`config.mk`:
```
export PLATFORM = sky130hd
export DESIGN_NAME = bbs_stream_gen_flat
export DESIGN_NICKNAME = d
export VERILOG_FILES = /design/src/rtl/bbs_stream_gen_if.sv /design/src/rtl/bbs_stream_gen.sv /design/src/flat_wrapper.sv
export SDC_FILE = /design/constraint.sdc
export NUM_CORES = 1
export LEC_CHECK = 0
export BUFFER_PORTS_ARGS = -buffer_cell sky130_fd_sc_hd__buf_4
export CAP_MARGIN = 20
export CELL_PAD_IN_SITES_DETAIL_PLACEMENT = 1
export CELL_PAD_IN_SITES_GLOBAL_PLACEMENT = 2
export CORE_MARGIN = 3
export CORE_UTILIZATION = 40
export CTS_BUF_LIST = sky130_fd_sc_hd__clkbuf_8 sky130_fd_sc_hd__clkbuf_16
export DETAILED_ROUTE_END_ITERATION = 8
export PLACE_DENSITY_LB_ADDON = 0.1
export SLEW_MARGIN = 10
export SYNTH_ARGS = -nofsm -noshare
export SYNTH_HDL_FRONTEND = slang
export SYNTH_SLANG_ARGS = --single-unit
export TNS_END_PERCENT = 100
```
`constraint.sdc`:
```
create_clock -name clk -period 9.55 [get_ports clk]
set_clock_uncertainty 0.05 [all_clocks]
set_input_delay 0.4775 -clock clk [delete_from_list [all_inputs] [get_ports clk]]
set_output_delay 0.4775 -clock clk [all_outputs]
set_load 0.01 [all_outputs]
```
`src/rtl/bbs_stream_gen_if.sv`:
```
// ----------------------------------------------------------------------------
// bbs_stream_gen_if
//
// Valid/ready word stream carrying packed Blum-Blum-Shub output words.
//
// Signals:
//   out_data   OUT_W  packed word, oldest extracted bit in the MSB
//   out_valid  1      out_data holds a complete word
//   out_ready  1      consumer accepts the word when out_valid && out_ready
//
// Modports:
//   master  generator side (drives out_data/out_valid, samples out_ready)
//   slave   consumer side
//
// OUT_W must match the OUT_W of the bbs_stream_gen instance it is bound to.
// ----------------------------------------------------------------------------
interface bbs_stream_gen_if #(
    parameter int OUT_W = 8
) ();
    logic [OUT_W-1:0] out_data;
    logic             out_valid;
    logic             out_ready;

    modport master (
        output out_data,
        output out_valid,
        input  out_ready
    );

    modport slave (
        input  out_data,
        input  out_valid,
        output out_ready
    );
endinterface

```
`src/rtl/bbs_stream_gen.sv`:
```
// ----------------------------------------------------------------------------
// bbs_stream_gen
//
// Blum-Blum-Shub pseudo-random word generator. Each step computes
// x <= x^2 mod MOD with a bit-serial shift-add modular squarer (one
// multiplier bit per cycle, SIZE cycles), commits the new x, extracts one
// bit from it and shifts that bit into a word. Every OUT_W steps the word is
// presented on a valid/ready stream and held until accepted.
//
// Parameters:
//   SIZE   width of the state x and of the modulus
//   The modulus parameter must satisfy 2 < MOD < 2^SIZE
//   SEED   state loaded at reset and substituted for invalid seeds
//   OUT_W  bits per output word, 2..64
//
// Ports:
//   clk        rising-edge clock
//   reset      asynchronous active-low reset
//   enable     generation permitted while high; a step in progress always
//              completes, and a partial word is kept while idle
//   seed_load  single-cycle pulse, loads seed_in (highest priority)
//   seed_in    new seed; values < 2 or >= MOD are replaced by SEED
//   busy       high while squaring or committing
//   state_out  last committed x (never a partial accumulator)
//   stream     bbs_stream_gen_if.master: out_data / out_valid / out_ready
//
// Build option:
//   BBS_PARITY_EN  when defined, the extracted bit is the XOR of all bits of
//                  the new x; otherwise it is the LSB of the new x.
// ----------------------------------------------------------------------------
module bbs_stream_gen #(
    parameter int SIZE  = 16,
    parameter int MOD   = 40633,
    parameter int SEED  = 884,
    parameter int OUT_W = 8
) (
    input  logic                    clk,
    input  logic                    reset,
    input  logic                    enable,
    input  logic                    seed_load,
    input  logic [SIZE-1:0]         seed_in,
    output logic                    busy,
    output logic [SIZE-1:0]         state_out,
    bbs_stream_gen_if.master        stream
);

    localparam int IDX_W = (SIZE > 1) ? $clog2(SIZE) : 1;
    localparam int CNT_W = (OUT_W > 1) ? $clog2(OUT_W) : 1;

    localparam logic [SIZE:0]      MOD_A    = (SIZE+1)'(MOD);
    localparam logic [SIZE-1:0]    SEED_X   = SIZE'(SEED);
    localparam logic [IDX_W-1:0]   IDX_LAST = IDX_W'(SIZE - 1);
    localparam logic [CNT_W-1:0]   CNT_LAST = CNT_W'(OUT_W - 1);

    typedef enum logic [1:0] {
        IDLE   = 2'd0,
        SQUARE = 2'd1,
        COMMIT = 2'd2,
        HOLD   = 2'd3
    } state_t;

    state_t             state;
    state_t             state_nxt;

    logic [SIZE-1:0]    x;
    logic [SIZE:0]      acc;
    logic [IDX_W-1:0]   idx;
    logic [CNT_W-1:0]   cnt;
    logic [OUT_W-1:0]   word;
    logic [OUT_W-1:0]   out_data;
    logic               out_valid;

    logic [SIZE:0]      acc_dbl;
    logic [SIZE:0]      acc_nxt;
    logic [SIZE-1:0]    x_new;
    logic [OUT_W-1:0]   word_new;
    logic               word_done;

    // Operands are always < MOD on entry, so a single conditional subtract
    // brings any sum of two residues back into range.
    function automatic logic [SIZE:0] mod_reduce(input logic [SIZE:0] v);
        return (v >= MOD_A) ? (v - MOD_A) : v;
    endfunction

    function automatic logic [SIZE-1:0] seed_sanitize(input logic [SIZE-1:0] s);
        if ((s < SIZE'(2)) || ({1'b0, s} >= MOD_A))
            return SEED_X;
        return s;
    endfunction

    function automatic logic extract_bit(input logic [SIZE-1:0] v);
`ifdef BBS_PARITY_EN
        return ^v;
`else
        return v[0];
`endif
    endfunction

    // Squarer iteration: acc = 2*acc mod MOD, then + x mod MOD if x[idx].
    // acc < MOD < 2^SIZE, so the shift never loses a set bit.
    always_comb begin
        acc_dbl = mod_reduce(acc << 1);
        acc_nxt = acc_dbl;
        if (x[idx])
            acc_nxt = mod_reduce(acc_dbl + {1'b0, x});
    end

    assign x_new     = acc[SIZE-1:0];
    assign word_new  = {word[OUT_W-2:0], extract_bit(x_new)};
    assign word_done = (cnt == CNT_LAST);

    // FSM state register
    always_ff @(posedge clk or negedge reset) begin
        if (!reset)
            state <= IDLE;
        else
            state <= state_nxt;
    end

    // FSM next state
    always_comb begin
        state_nxt = state;
        case (state)
            IDLE: begin
                if (enable)
                    state_nxt = SQUARE;
            end
            SQUARE: begin
                if (idx == '0)
                    state_nxt = COMMIT;
            end
            COMMIT: begin
                if (word_done)
                    state_nxt = HOLD;
                else if (enable)
                    state_nxt = SQUARE;
                else
                    state_nxt = IDLE;
            end
            HOLD: begin
                if (stream.out_ready)
                    state_nxt = enable ? SQUARE : IDLE;
            end
            default: state_nxt = IDLE;
        endcase
        if (seed_load)
            state_nxt = IDLE;
    end

    // Datapath: squarer, committed state, word packing, output register
    always_ff @(posedge clk or negedge reset) begin
        if (!reset) begin
            x         <= SEED_X;
            acc       <= '0;
            idx       <= IDX_LAST;
            cnt       <= '0;
            word      <= '0;
            out_data  <= '0;
            out_valid <= 1'b0;
        end else if (seed_load) begin
            x         <= seed_sanitize(seed_in);
            acc       <= '0;
            idx       <= IDX_LAST;
            cnt       <= '0;
            word      <= '0;
            out_valid <= 1'b0;
        end else begin
            case (state)
                SQUARE: begin
                    acc <= acc_nxt;
                    idx <= idx - IDX_W'(1);
                end
                COMMIT: begin
                    x    <= x_new;
                    word <= word_new;
                    acc  <= '0;
                    idx  <= IDX_LAST;
                    if (word_done) begin
                        cnt       <= '0;
                        out_data  <= word_new;
                        out_valid <= 1'b1;
                    end else begin
                        cnt <= cnt + CNT_W'(1);
                    end
                end
                HOLD: begin
                    if (stream.out_ready)
                        out_valid <= 1'b0;
                end
                default: begin
                    acc <= '0;
                    idx <= IDX_LAST;
                end
            endcase
        end
    end

    assign busy             = (state == SQUARE) || (state == COMMIT);
    assign state_out        = x;
    assign stream.out_data  = out_data;
    assign stream.out_valid = out_valid;

endmodule

```
`src/flat_wrapper.sv`:
```
// flat-port wrapper written by rule: the top's interface ports become plain ports
module bbs_stream_gen_flat 
#(
    parameter int SIZE  = 16,
    parameter int MOD   = 40633,
    parameter int SEED  = 884,
    parameter int OUT_W = 8
)
  (clk, reset, enable, seed_load, seed_in, busy, state_out, stream_out_data, stream_out_valid, stream_out_ready);
  bbs_stream_gen_if #(.OUT_W(OUT_W)) stream_i ();
  input  logic clk;
  input  logic reset;
  input  logic enable;
  input  logic seed_load;
  input  logic [SIZE-1:0] seed_in;
  output logic busy;
  output logic [SIZE-1:0] state_out;
  output wire logic [$bits(stream_i.out_data)-1:0] stream_out_data;
  output wire logic [$bits(stream_i.out_valid)-1:0] stream_out_valid;
  input wire logic [$bits(stream_i.out_ready)-1:0] stream_out_ready;
  assign stream_out_data = stream_i.out_data;
  assign stream_out_valid = stream_i.out_valid;
  assign stream_i.out_ready = stream_out_ready;
  bbs_stream_gen #(.SIZE(SIZE), .MOD(MOD), .SEED(SEED), .OUT_W(OUT_W)) u_core (.clk(clk), .reset(reset), .enable(enable), .seed_load(seed_load), .seed_in(seed_in), .busy(busy), .state_out(state_out), .stream(stream_i));
endmodule
```
==> flow_metrics.py <==
metrics = {
    "status": {
        "status": "finished clean",
    },
    "yosys": {
        "seq_area_frac_synth_pct": 30.31,
        "avgSynthCellArea_um2": 9.025,
        "synth_nets": 575,
        "synth_top_cell_area_share_pct": 24.78,
        "yosysMostFrequentCell": "nand2_1",
        "synthTopCellsByCount": "48 x nand2_1, 47 x dfrtp_1, 44 x nor2_1, 28 x a21oi_1, 27 x ha_1",
        "synth_seq_cells": 57,
        "ys_types": 82,
        "synth_area_leader_cell": "dfrtp_1",
        "synth-xor-area-share_pct": 4.771,
        "synth_cells": 526,
        "synth_compound_area_share_pct": 22.72,
        "yosys-mux-area-fraction_pct": 11.25,
        "async_reset_ff_share_pct": 100.0,
        "synth_fa_ha_area_share_pct": 7.538,
        "yosys_warnings": 0,
        "synth_top_family_by_area": "compound AO/OA/AOI/OAI gates",
        "synth-edff-count": 0,
        "synth_flop_cell": "dfrtp_1",
        "netlist_area_um2": 4747,
        "synth_area_leaders": "dfrtp_1 25%, ha_1 7.1%, dfstp_2 5.5%, mux2i_1 5.5%, mux2_2 4.5%",
        "synthSimpleGateAreaFrac_pct": 18.63,
    },
    "critical_path": {
        "crit_arrival_ns": 6.45,
        "cp_data_required_time_ns": 9.76,
        "critPathCaptureType": "flip-flop",
        "critical_path_class": "flip-flop to flip-flop",
        "path_max_fanout": 14,
        "crit_path_start_kind": "flip-flop",
    },
    "timing": {
        "relSlewSlack_pct": 35.42,
        "drv_slew": 0,
        "rsz0062_at_grt": "no",
        "finalSetupViolCount": 0,
        "fin_crit_sh_pct": 65.33,
        "worstMarginPinSlew_ns": 0.9667,
        "fmax_mhz": 160.3,
        "hold_ws_ns": 0.1540,
        "finalWorstSetupSlack_ns": 3.311,
        "fin_setup_tns_ns": 0,
        "hold_viol_final": 0,
        "fin_crit_ns": 6.239,
    },
    "floorplanning": {
        "die_y_um": 114.9,
        "rows": 39,
        "die-area_um2": 13210,
        "core_area_um2": 11520,
        "ios": 47,
        "fp.dieW_um": 114.9,
        "start_util_pct": 41.22,
    },
    "clocking": {
        "post_cts.repair.setup_buffers": 0,
        "cts-buffers-inserted": 9,
        "cts_tree": "built",
        "ctsLongestPathBuffers": 2,
        "clock-sinks": 57,
        "clock_latency_ns": 0.33,
        "htreeDepth": 3,
        "cts-root-buf": "clkbuf_16",
        "cts_resized": 0,
        "cts_hold_repair.buffers": 0,
        "clk_pin_slew_ns": 0.05,
    },
    "global_route": {
        "grt_max_degree": 58,
        "overflow": 0,
        "grt_pass1_wl_um": 23660,
        "grt_pass1_vias": 4362,
        "grt_use_total_pct": 22.86,
        "antenna_found_initial": 0,
    },
    "pwr": {
        "p_total_mw": 1.036,
        "intPower_mw": 0.6269,
        "clkPwrFrac_pct": 28.6,
        "ir_drop_mv": 0.1244,
        "combPwrFrac_pct": 41.6,
        "swShare_pct": 39.48,
        "leakagePower_nw": 2.433,
        "power_density_nw_per_um2": 191.0,
        "seqPwrFrac_pct": 29.8,
        "power.switching_mw": 0.4090,
    },
    "detailed_routing": {
        "wl_per_cell_um": 20.45,
        "ant_nets": 0,
        "drt_iter0_drc": 186,
        "firstDrtPassIters": 4,
        "drcViolationCount": 0,
        "drt-total-wl_um": 14460,
        "via_per_inst": 5.861,
        "vias": 4144,
    },
    "placed_design": {
        "hpwl_um": 11430,
        "pre_cts_ws_ns": 3.373,
        "portBuffers": 46,
        "gp_congestion": 0.7993,
    },
    "layout": {
        "drive_gt1_share_pct": 20.57,
        "antenna_cells": 0,
        "area.growth.synth_to_final_pct": 14.26,
        "final_nets": 608,
    },
    "run": {
        "cap_viol_max_count": 0,
    },
    "hold_path": {
        "hold_path.class": "primary input to asynchronous set/reset pin",
    },
}
worst max-delay path: stages, from the launching register on:
cell and delay (ns):
dfrtp_1 0.43, inv_1 0.14, ha_1 0.20, nand4b_1 0.17
a211oi_1 0.14, or3_1 0.36, a21oi_1 0.57, inv_1 0.29
a21oi_1 0.28, ha_1 0.33, a21o_1 0.24, o211a_4 0.28
o21a_1 0.22, o311ai_1 0.68, o21ai_1 0.28, a2111oi_4 0.61
nor3_2 0.26, or4b_1 0.55, nand3_1 0.09
state kept, by name (all words and copies together) (netlist names):
| name | flops |
|---|---|
| u_core.cnt | 3 |
| u_core.acc | 16 |
| u_core.idx | 4 |
| u_core.stream.out_data | 8 |
| u_core.stream.out_valid | 1 |
| u_core.word | 7 |
| u_core.state_out | 16 |
| u_core.state | 2 |
path summary, 6_finish.rpt:
| check | startpoint | slack, ns | cells after the start | end |
|---|---|---|---|---|
| max in group asynchronous | reset | 8.80 | 1 | u_core.acc[2] |
| max | u_core.acc[0] | 3.31 | 18 | u_core.acc[12] |
| min in group clk | seed_in[7] | 0.33 | 3 | u_core.state_out[7] |
| min reg2reg | u_core.stream.out_data[0] | 0.45 | 2 | u_core.stream.out_data[0] |
| max reg2reg | u_core.acc[0] | 3.31 | 18 | u_core.acc[12] |
| min | reset | 0.15 | 1 | u_core.state[0] |
power by group through the flow:
stage          sequential (mW)  clock (mW)  combinational (mW)
6_report                 0.308       0.297               0.431
5_1_grt                  0.313       0.313               0.476
4_1_cts                  0.309       0.302               0.432
3_5_place_dp             0.314           0               0.429
3_3_place_gp             0.312           0               0.421
2_1_floorplan            0.299           0               0.318
placed cells by master (no fill, tap or decap), types with 3 or more instances in the layout:
cell type / instances
a211oi_1: 4
a21o_1: 8
a21oi_1: 28
a221o_1: 3
a22oi_1: 11
a31oi_1: 3
and2_1: 5
buf_4: 48
clkbuf_16: 9
clkinvlp_4: 4
dfrtp_1: 47
dfstp_2: 10
ha_1: 27
inv_1: 22
mux2_2: 19
mux2i_1: 26
nand2_1: 48
nand2b_1: 6
nand3_1: 10
nand3b_1: 3
nand4_1: 4
nor2_1: 44
nor2b_1: 8
nor3_1: 8
nor4_1: 5
o211ai_1: 11
o21a_1: 3
o21ai_0: 19
o21ai_1: 7
o221ai_1: 5
o22a_1: 6
o22ai_1: 3
o31ai_1: 9
or2_2: 3
or3_1: 7
or4_1: 4
xnor2_1: 15
xor2_1: 9
stage by stage:
step	cell area, µm²	utilization, %	instances
after floorplan	4747	-	526
after global placement	5142	44.65	691
after detailed placement	5142	44.65	691
after CTS	5424	47.10	707
after global routing	5424	47.10	707
final	5424	47.10	707
routing by layer:
layer,part of all wire [%],vias up,track usage [%]
li1,-,2010,-
met1,49,2083,32.46
met2,48,38,37.11
met3,1.9,13,3.263
met4,0.89,0,5.008
met5,0,-,0
cells by family (layout without fill, tap and decap cells):
family | after synthesis | in the layout
xor gates and xnor gates | 25 | 25
buffers and inverters | 48 | 86
and+or+nand+nor | 171 | 171
adders and majority gates | 28 | 28
DFF | 57 | 57
AOI/OAI and AO/OA | 149 | 149
muxes | 48 | 48
final cells by class:
cell class	instances	area [µm²]
Clock buffer	9	225.2
Clock inverter	7	56.30
Fill cell	1348	6092
Inverter	22	82.58
Multi-Input combinational cell	421	3082
Sequential cell	57	1439
Tap cell	143	178.9
Timing Repair Buffer	48	360.3
No activity file was read; power rests on OpenSTA's default activity.
